[config.mk]
export PLATFORM = sky130hd
export DESIGN_NAME = reset_sequencer
export DESIGN_NICKNAME = d
export VERILOG_FILES = /design/src/rtl/reset_sequencer.sv
export SDC_FILE = /design/constraint.sdc
export NUM_CORES = 1
export LEC_CHECK = 0
export CAP_MARGIN = 5
export CORE_AREA = 10 10 81 83
export CTS_CLUSTER_SIZE = 40
export DETAILED_ROUTE_END_ITERATION = 7
export DIE_AREA = 0 0 91 93
export PLACE_DENSITY = 0.73
export RECOVER_POWER = 50
export SYNTH_ARGS = -nofsm -noshare
export SYNTH_HDL_FRONTEND = slang
export SYNTH_SLANG_ARGS = --single-unit
[constraint.sdc]
create_clock -name clk_sys -period 1.55 [get_ports clk_sys]
set_input_delay 0.31 -clock clk_sys [delete_from_list [all_inputs] [get_ports clk_sys]]
set_output_delay 0.31 -clock clk_sys [all_outputs]
set_load 0.05 [all_outputs]
[src/rtl/reset_sequencer.sv]
// Staged reset controller: releases MIG, then GT, then user-logic resets in order,
// with per-stage hold times, wait timeouts, bounded retries and run-time loss recovery.
module reset_sequencer #(
  parameter int MIG_RST_LEN  = 16,
  parameter int GT_RST_LEN   = 16,
  parameter int USER_RST_LEN = 16,
  parameter int TIMEOUT      = 1000000,
  parameter int MAX_RETRY    = 3
) (
  input  logic                               clk_sys,
  input  logic                               rst_sys,
  input  logic                               mig_calib_done,
  input  logic                               gt_ready,
  output logic                               rst_mig,
  output logic                               rst_gt,
  output logic                               rst_user,
  output logic                               seq_ready,
  output logic                               seq_error,
  output logic [$clog2(MAX_RETRY+1)-1:0]     retry_cnt,
  output logic [7:0]                         drop_cnt,
  output logic [2:0]                         seq_state
);

  localparam int RW = $clog2(MAX_RETRY + 1);
  localparam int TW = $clog2(TIMEOUT + 1);
  localparam int HOLD_MAX = (MIG_RST_LEN > GT_RST_LEN)
                          ? ((MIG_RST_LEN > USER_RST_LEN) ? MIG_RST_LEN : USER_RST_LEN)
                          : ((GT_RST_LEN > USER_RST_LEN) ? GT_RST_LEN : USER_RST_LEN);
  localparam int HW = $clog2(HOLD_MAX + 1);

  typedef enum logic [2:0] {
    S_RESET    = 3'd0,
    S_MIG_RST  = 3'd1,
    S_MIG_WAIT = 3'd2,
    S_GT_RST   = 3'd3,
    S_GT_WAIT  = 3'd4,
    S_USER_RST = 3'd5,
    S_RUN      = 3'd6,
    S_FAIL     = 3'd7
  } state_t;

  state_t        state_reg, state_next;
  state_t        fail_target;
  logic          fail_attempt;
  logic [HW-1:0] hold_reg, hold_next;
  logic [TW-1:0] wait_reg, wait_next;
  logic [RW-1:0] retry_next;
  logic [7:0]    drop_next;
  logic [1:0]    mig_sync_reg, gt_sync_reg;
  logic          mig_ok, gt_ok;
  logic          rst_mig_next, rst_gt_next, rst_user_next, seq_ready_next, seq_error_next;
  logic          wait_expired;

  assign mig_ok       = mig_sync_reg[1];
  assign gt_ok        = gt_sync_reg[1];
  assign seq_state    = state_reg;
  assign wait_expired = (wait_reg == TW'(TIMEOUT - 1));

  always_comb begin
    state_next   = state_reg;
    hold_next    = hold_reg;
    wait_next    = wait_reg;
    retry_next   = retry_cnt;
    drop_next    = drop_cnt;
    fail_attempt = 1'b0;
    fail_target  = S_MIG_RST;

    case (state_reg)
      S_RESET: state_next = S_MIG_RST;
      S_MIG_RST: begin
        if (hold_reg == '0) state_next = S_MIG_WAIT;
        else                hold_next  = hold_reg - HW'(1);
      end
      S_MIG_WAIT: begin
        // Status beats a timeout that lands on the same edge.
        if (mig_ok)            state_next = S_GT_RST;
        else if (wait_expired) fail_attempt = 1'b1;
        else                   wait_next = wait_reg + TW'(1);
      end
      S_GT_RST: begin
        if (hold_reg == '0) state_next = S_GT_WAIT;
        else                hold_next  = hold_reg - HW'(1);
      end
      S_GT_WAIT: begin
        if (!mig_ok) begin
          fail_attempt = 1'b1;
        end else if (gt_ok) begin
          state_next = S_USER_RST;
        end else if (wait_expired) begin
          fail_attempt = 1'b1;
          fail_target  = S_GT_RST;
        end else begin
          wait_next = wait_reg + TW'(1);
        end
      end
      S_USER_RST: begin
        if (!mig_ok) begin
          fail_attempt = 1'b1;
        end else if (!gt_ok) begin
          fail_attempt = 1'b1;
          fail_target  = S_GT_RST;
        end else if (hold_reg == '0) begin
          state_next = S_RUN;
          retry_next = '0;
        end else begin
          hold_next = hold_reg - HW'(1);
        end
      end
      S_RUN: begin
        // Run-time drops restart the sequence without consuming a retry.
        if (!mig_ok || !gt_ok) begin
          state_next = !mig_ok ? S_MIG_RST : S_GT_RST;
          if (drop_cnt != 8'hFF) drop_next = drop_cnt + 8'd1;
        end
      end
      S_FAIL: state_next = S_FAIL;
      default: state_next = S_FAIL;
    endcase

    if (fail_attempt) begin
      if (retry_cnt < RW'(MAX_RETRY)) begin
        retry_next = retry_cnt + RW'(1);
        state_next = fail_target;
      end else begin
        state_next = S_FAIL;
      end
    end

    if (state_next != state_reg) begin
      wait_next = '0;
      case (state_next)
        S_MIG_RST:  hold_next = HW'(MIG_RST_LEN - 1);
        S_GT_RST:   hold_next = HW'(GT_RST_LEN - 1);
        S_USER_RST: hold_next = HW'(USER_RST_LEN - 1);
        default:    hold_next = '0;
      endcase
    end

    rst_mig_next   = state_next inside {S_RESET, S_MIG_RST, S_FAIL};
    rst_gt_next    = state_next inside {S_RESET, S_MIG_RST, S_MIG_WAIT, S_GT_RST, S_FAIL};
    rst_user_next  = (state_next != S_RUN);
    seq_ready_next = (state_next == S_RUN);
    seq_error_next = (state_next == S_FAIL);
  end

  // Each status synchronizer is held clear while its block is in reset, so a level
  // left over from before the reset is never mistaken for a fresh completion.
  always_ff @(posedge clk_sys) begin
    if (rst_sys) begin
      state_reg    <= S_RESET;
      hold_reg     <= '0;
      wait_reg     <= '0;
      retry_cnt    <= '0;
      drop_cnt     <= '0;
      rst_mig      <= 1'b1;
      rst_gt       <= 1'b1;
      rst_user     <= 1'b1;
      seq_ready    <= 1'b0;
      seq_error    <= 1'b0;
      mig_sync_reg <= '0;
      gt_sync_reg  <= '0;
    end else begin
      state_reg    <= state_next;
      hold_reg     <= hold_next;
      wait_reg     <= wait_next;
      retry_cnt    <= retry_next;
      drop_cnt     <= drop_next;
      rst_mig      <= rst_mig_next;
      rst_gt       <= rst_gt_next;
      rst_user     <= rst_user_next;
      seq_ready    <= seq_ready_next;
      seq_error    <= seq_error_next;
      mig_sync_reg <= rst_mig_next ? 2'b00 : {mig_sync_reg[0], mig_calib_done};
      gt_sync_reg  <= rst_gt_next  ? 2'b00 : {gt_sync_reg[0], gt_ready};
    end
  end

endmodule

After elaboration in Yosys (flattened, before gate mapping) --
Cells that the tools add are included.
Word-level totals: register bits after elaboration 47, output and inout port bits 18, word-level logic and storage cells 100
Operators by class: add/subtract/negate cells 4, $lt $le $gt $ge 1, equality and inequality tests 22, muxes and demuxes 43, reduce and logical (&&, ||, !) cells 18
Operators with widths (number):
- two-way mux 20 bit | 4
- one-hot mux 20 bit (2 select lines) | 1
- two-way mux 3 bit | 11
- two-way mux 2 bit | 12
- one-hot mux 3 bit (8 select lines) | 1
- equality test 3 bit, second input constant | 7
- adder 20 x 1 -> 20 bit, second input constant | 1
- equality test 20 bit, second input constant | 1
- two-way mux 5 bit | 4
- equality test 3 x 2 -> 1 bit, second input constant | 4
- one-hot mux 5 bit (2 select lines) | 1
- inequality test 3 bit, second input constant | 3
- adder 8 x 1 -> 8 bit, second input constant | 1
- inequality test 8 bit, second input constant | 1
- OR reduction 2 bit | 4
- equality test 3 x 1 -> 1 bit, second input constant | 2
- logical NOT 3 bit | 2
- two-way mux 1 bit | 6
- inequality test 2 bit, second input constant | 3
- AND reduction 3 bit | 2
- nonzero test 3 bit | 2
- logical NOT 5 bit | 1
- nonzero test 5 bit | 1
- subtractor 5 x 1 -> 5 bit, second input constant | 1
- other kinds (11) | 12

Depth between registers and ports, before layout --
depth after elaboration 11, depth in mapped cells 7

Worst setup path before layout --
No wires, ideal clock.
path type reg2reg, start point register state_reg[1], in the netlist seq_state[1], end point register wait_reg[15], library setup time 115 ps, arrival time 1803 ps, setup slack -367 ps, cell stages (with the launch flop) 8, clock period less this slack 1917 ps, cells stage by stage dfxtp_1 -> clkbuf_2 -> nor3b_2 -> o2111ai_1 -> buf_2 -> nor3_1 -> xnor2_1 -> nor2_1
Between the ends: longest elaborated chain between the ends 7
RTL lines:
- from (decl) | RTL line 42 | state_t state_reg, state_next;
- from (signal assigned) | RTL line 163 | state_reg <= state_next;
- two-way mux 3 bit | RTL line 102 | end else if (hold_reg == '0) begin
- two-way mux 3 bit | RTL line 99 | end else if (!gt_ok) begin
- two-way mux 3 bit | RTL line 97 | if (!mig_ok) begin
- one-hot mux 3 bit (8 select lines) | RTL line 68 | case (state_reg)
- two-way mux 3 bit | RTL line 120 | if (fail_attempt) begin
- inequality test 3 bit | RTL line 129 | if (state_next != state_reg) begin
- OR reduction 2 bit (no line)
- to (signal assigned) | RTL line 165 | wait_reg <= wait_next;
- to (decl) | RTL line 46 | logic [TW-1:0] wait_reg, wait_next;
Parallel ways exist; a longest one is shown, timed or not. A chain may end at the register's enable or synchronous reset.

Worst setup path in the final report --
start point register wait_reg[0], end point register wait_reg[1]
Between the ends: longest elaborated chain between the ends 9
RTL lines:
- equality test 20 bit | RTL line 57 | assign wait_expired = (wait_reg == TW'(TIMEOUT - 1));
- two-way mux 2 bit | RTL line 89 | end else if (wait_expired) begin
- two-way mux 2 bit | RTL line 87 | end else if (gt_ok) begin
- two-way mux 2 bit | RTL line 85 | if (!mig_ok) begin
- one-hot mux 2 bit (2 select lines) | RTL line 68
- two-way mux 3 bit | RTL line 121 | if (retry_cnt < RW'(MAX_RETRY)) begin
- two-way mux 3 bit | RTL line 120
- inequality test 3 bit | RTL line 129
- OR reduction 2 bit (no line)
Parallel ways exist; a longest one is shown, timed or not. The select of a mux whose other input is x is not followed.

==> impl_metrics.py <==
metrics = {
    "outcome": {
        "outcome": "finished with violations",
        "violations": "negative setup slack",
    },
    "logic_synthesis": {
        "yosysSeqAreaShare": 0.379,
        "yosys.area.top_type": "dfxtp_1",
        "synth_fp_nets": 296,
        "yosys_warnings": 0,
        "postSynthCellCount": 287,
        "yosys-top-cells-area": "dfxtp_1 (38%), xnor2_1 (6.7%), nor2_1 (5.7%)",
        "synth_commonest_cells": "dfxtp_1 (47), nor2_1 (38), nand2_1 (23)",
        "synth_top_cell_area_share": 0.379,
        "synth_cell_types": 54,
        "avgSynthCellArea_um2": 8.65,
        "synthFlopType": "dfxtp_1",
        "synth.most_common_cell": "dfxtp_1",
        "yosys_register_bits": 47,
        "syn_area_um2": 2480,
        "synth_edf_count": 0,
        "async_flop_share": 0,
    },
    "critical_path": {
        "ff2ff_path_depth": 7,
        "end_kind": "flop",
        "crit_arrival_ns": 2.05,
        "cp_top_family": "simple AND/OR/NAND/NOR gates",
        "critPathBufInv": 1,
        "critPathKind": "reg2reg",
        "worstPathRequired_ns": 1.73,
        "cp_slowest_cell": "dfxtp_2",
        "cp.depth": 7,
        "worstPathCellList": "ha_4, and4b_1, nand4_1, buf_4, o211ai_1, mux2i_1, nor2_1",
        "slowest_delay_ns": 0.36,
        "critPathMaxFanout": 3,
        "rrSetupSlack_ns": -0.32,
        "cp-start-kind": "flop",
    },
    "grt": {
        "grt_pass1_wl_mm": 11.8,
        "grt_max_degree": 17,
        "grt_overflow_total": 0,
        "antenna_found_initial": 0,
        "grt_pass1_vias": 2496,
        "grt_usage": 0.167,
    },
    "timing": {
        "fin_ws_ns": -0.320,
        "hold_violations": 0,
        "clock_skew_ns": 0.0153,
        "tightest_slew_ns": 0.605,
        "min_period_ns": 1.87,
        "maxSlewViolCount": 0,
        "hold_ws_ns": 0.453,
        "max_freq_mhz": 535,
        "setup_viol": 40,
        "fin_crit_sh": 1.21,
        "slew_headroom": 0.598,
        "rsz0062_at_grt": "yes",
    },
    "clock_tree": {
        "insertion_delay_ns": 0.30,
        "h-tree-depth": 2,
        "numCtsBuffers": 5,
        "cts.reportedPaths.clkPinSlew_ns": 0.09,
        "clock-root-buffer": "clkbuf_8",
        "cts_tree": "built",
        "clock_sinks": 47,
        "cts_max_path_buffers": 2,
    },
    "drt": {
        "finalWirelength_mm": 7.32,
        "routedWlPerCell_um": 16.4,
        "drc_errors": 0,
        "viasPerCell": 5.67,
        "ant_nets": 0,
        "vias": 2527,
        "first_iter_violations": 146,
        "drtPass1Iterations": 5,
    },
    "worst_hold_path": {
        "hold_depth": 2,
        "hold_class": "reg2reg",
    },
    "run": {
        "max_cap_violations": 0,
    },
    "power": {
        "p_per_area_nw_per_um2": 834,
        "leakage_nw": 1.39,
        "peakVddDrop_v": 0.000447,
    },
    "cells_and_area": {
        "areaGrowthSynthToFinish_pct": 51.8,
        "largest_reg_flops": 20,
        "final_nets": 384,
        "design_area_um2": 3770,
        "final_core_util": 0.753,
        "final_layout_size_suffix_gt1_frac": 0.436,
        "finalNonFillerCells": 446,
        "diodes": 0,
    },
    "floorplanning": {
        "die_area_um2": 8460,
        "start_util": 0.496,
        "ioPinCount": 22,
        "num_rows": 26,
        "die_h_um": 93,
        "core_area_um2": 5010,
        "die_x_um": 91,
    },
    "placed_design": {
        "placed_cells": 431,
        "place_area_um2": 3370,
        "hpwl_mm": 4.87,
        "numPortBuffers": 21,
        "routabilityCongestion": 0.887,
    },
}
==> logic make-up after synthesis <==
logic type,share of synthesized area
and+or+nand+nor,0.296
AOI/OAI and AO/OA,0.150
DFF,0.379
xor gates and xnor gates,0.0987
buffers and inverters,0.0398
adders and majority gates,0.0252
muxes,0.0121
==> cell usage in the layout (no fill, tap or decap), drive strengths merged, types with 12 or more instances in the layout <==
cell type,n
clkbuf,13
a21oi,16
buf,82
dfxtp,47
nand3,12
xnor2,19
nor3,16
nor2,38
nand2,23
o21ai,15
==> path summary, 6_finish.rpt <==
check / to / from
max: wait_reg[1] / wait_reg[0]
min: mig_sync_reg[1] / mig_sync_reg[0]
max reg2reg: wait_reg[1] / wait_reg[0]
min reg2reg: mig_sync_reg[1] / mig_sync_reg[0]
==> worst register-to-register path, stage by stage (launching register included) <==
cell and delay, ns:
dfxtp_2 0.36, ha_4 0.13, and4b_1 0.24, nand4_1 0.16, buf_4 0.21, o211ai_1 0.33, mux2i_1 0.27, nor2_1 0.06
==> area by class of cell <==
class,count,area [um^2]
flip-flops and latches,47,967
clock buffers,8,80.1
fillers,351,1240
well taps,70,87.6
multi-input cells,222,1740
inverters,9,33.8
repair buffers,90,858
==> power by group <==
group	internal, W	total, W	switching [W]
Clock	0.000321	0.000718	0.000397
Combinational	0.000505	0.00110	0.000596
Sequential	0.00127	0.00132	0.0000562
==> metal layers <==
layer  up-vias  GRT usage  part of all wire
li1       1202          -                 -
met1      1204      0.193              0.41
met2        89      0.280              0.50
met3        32     0.0480             0.059
met4         0     0.0770             0.035
met5         -          0                 0
==> per-stage QoR <==
stage	total power, W	worst slack (ns)	TNS [ns]
6_report	0.00314	-0.320	-7.02
5_1_grt	0.00328	-0.395	-8.97
4_1_cts	0.00306	-0.148	-4.50
3_5_place_dp	0.00223	-0.251	-5.99
3_3_place_gp	0.00221	-0.149	-4.16
2_1_floorplan	0.00189	-0.151	-4.10
==> what timing repair did <==
action,4_1_cts,5_1_grt
cloned,2,1
hold buffers,0,0
buffers inserted,4,0
pin swaps,12,17
resized for setup,32,41
endpoints found under the setup margin,43,45
(Power assumes the default switching activity.)
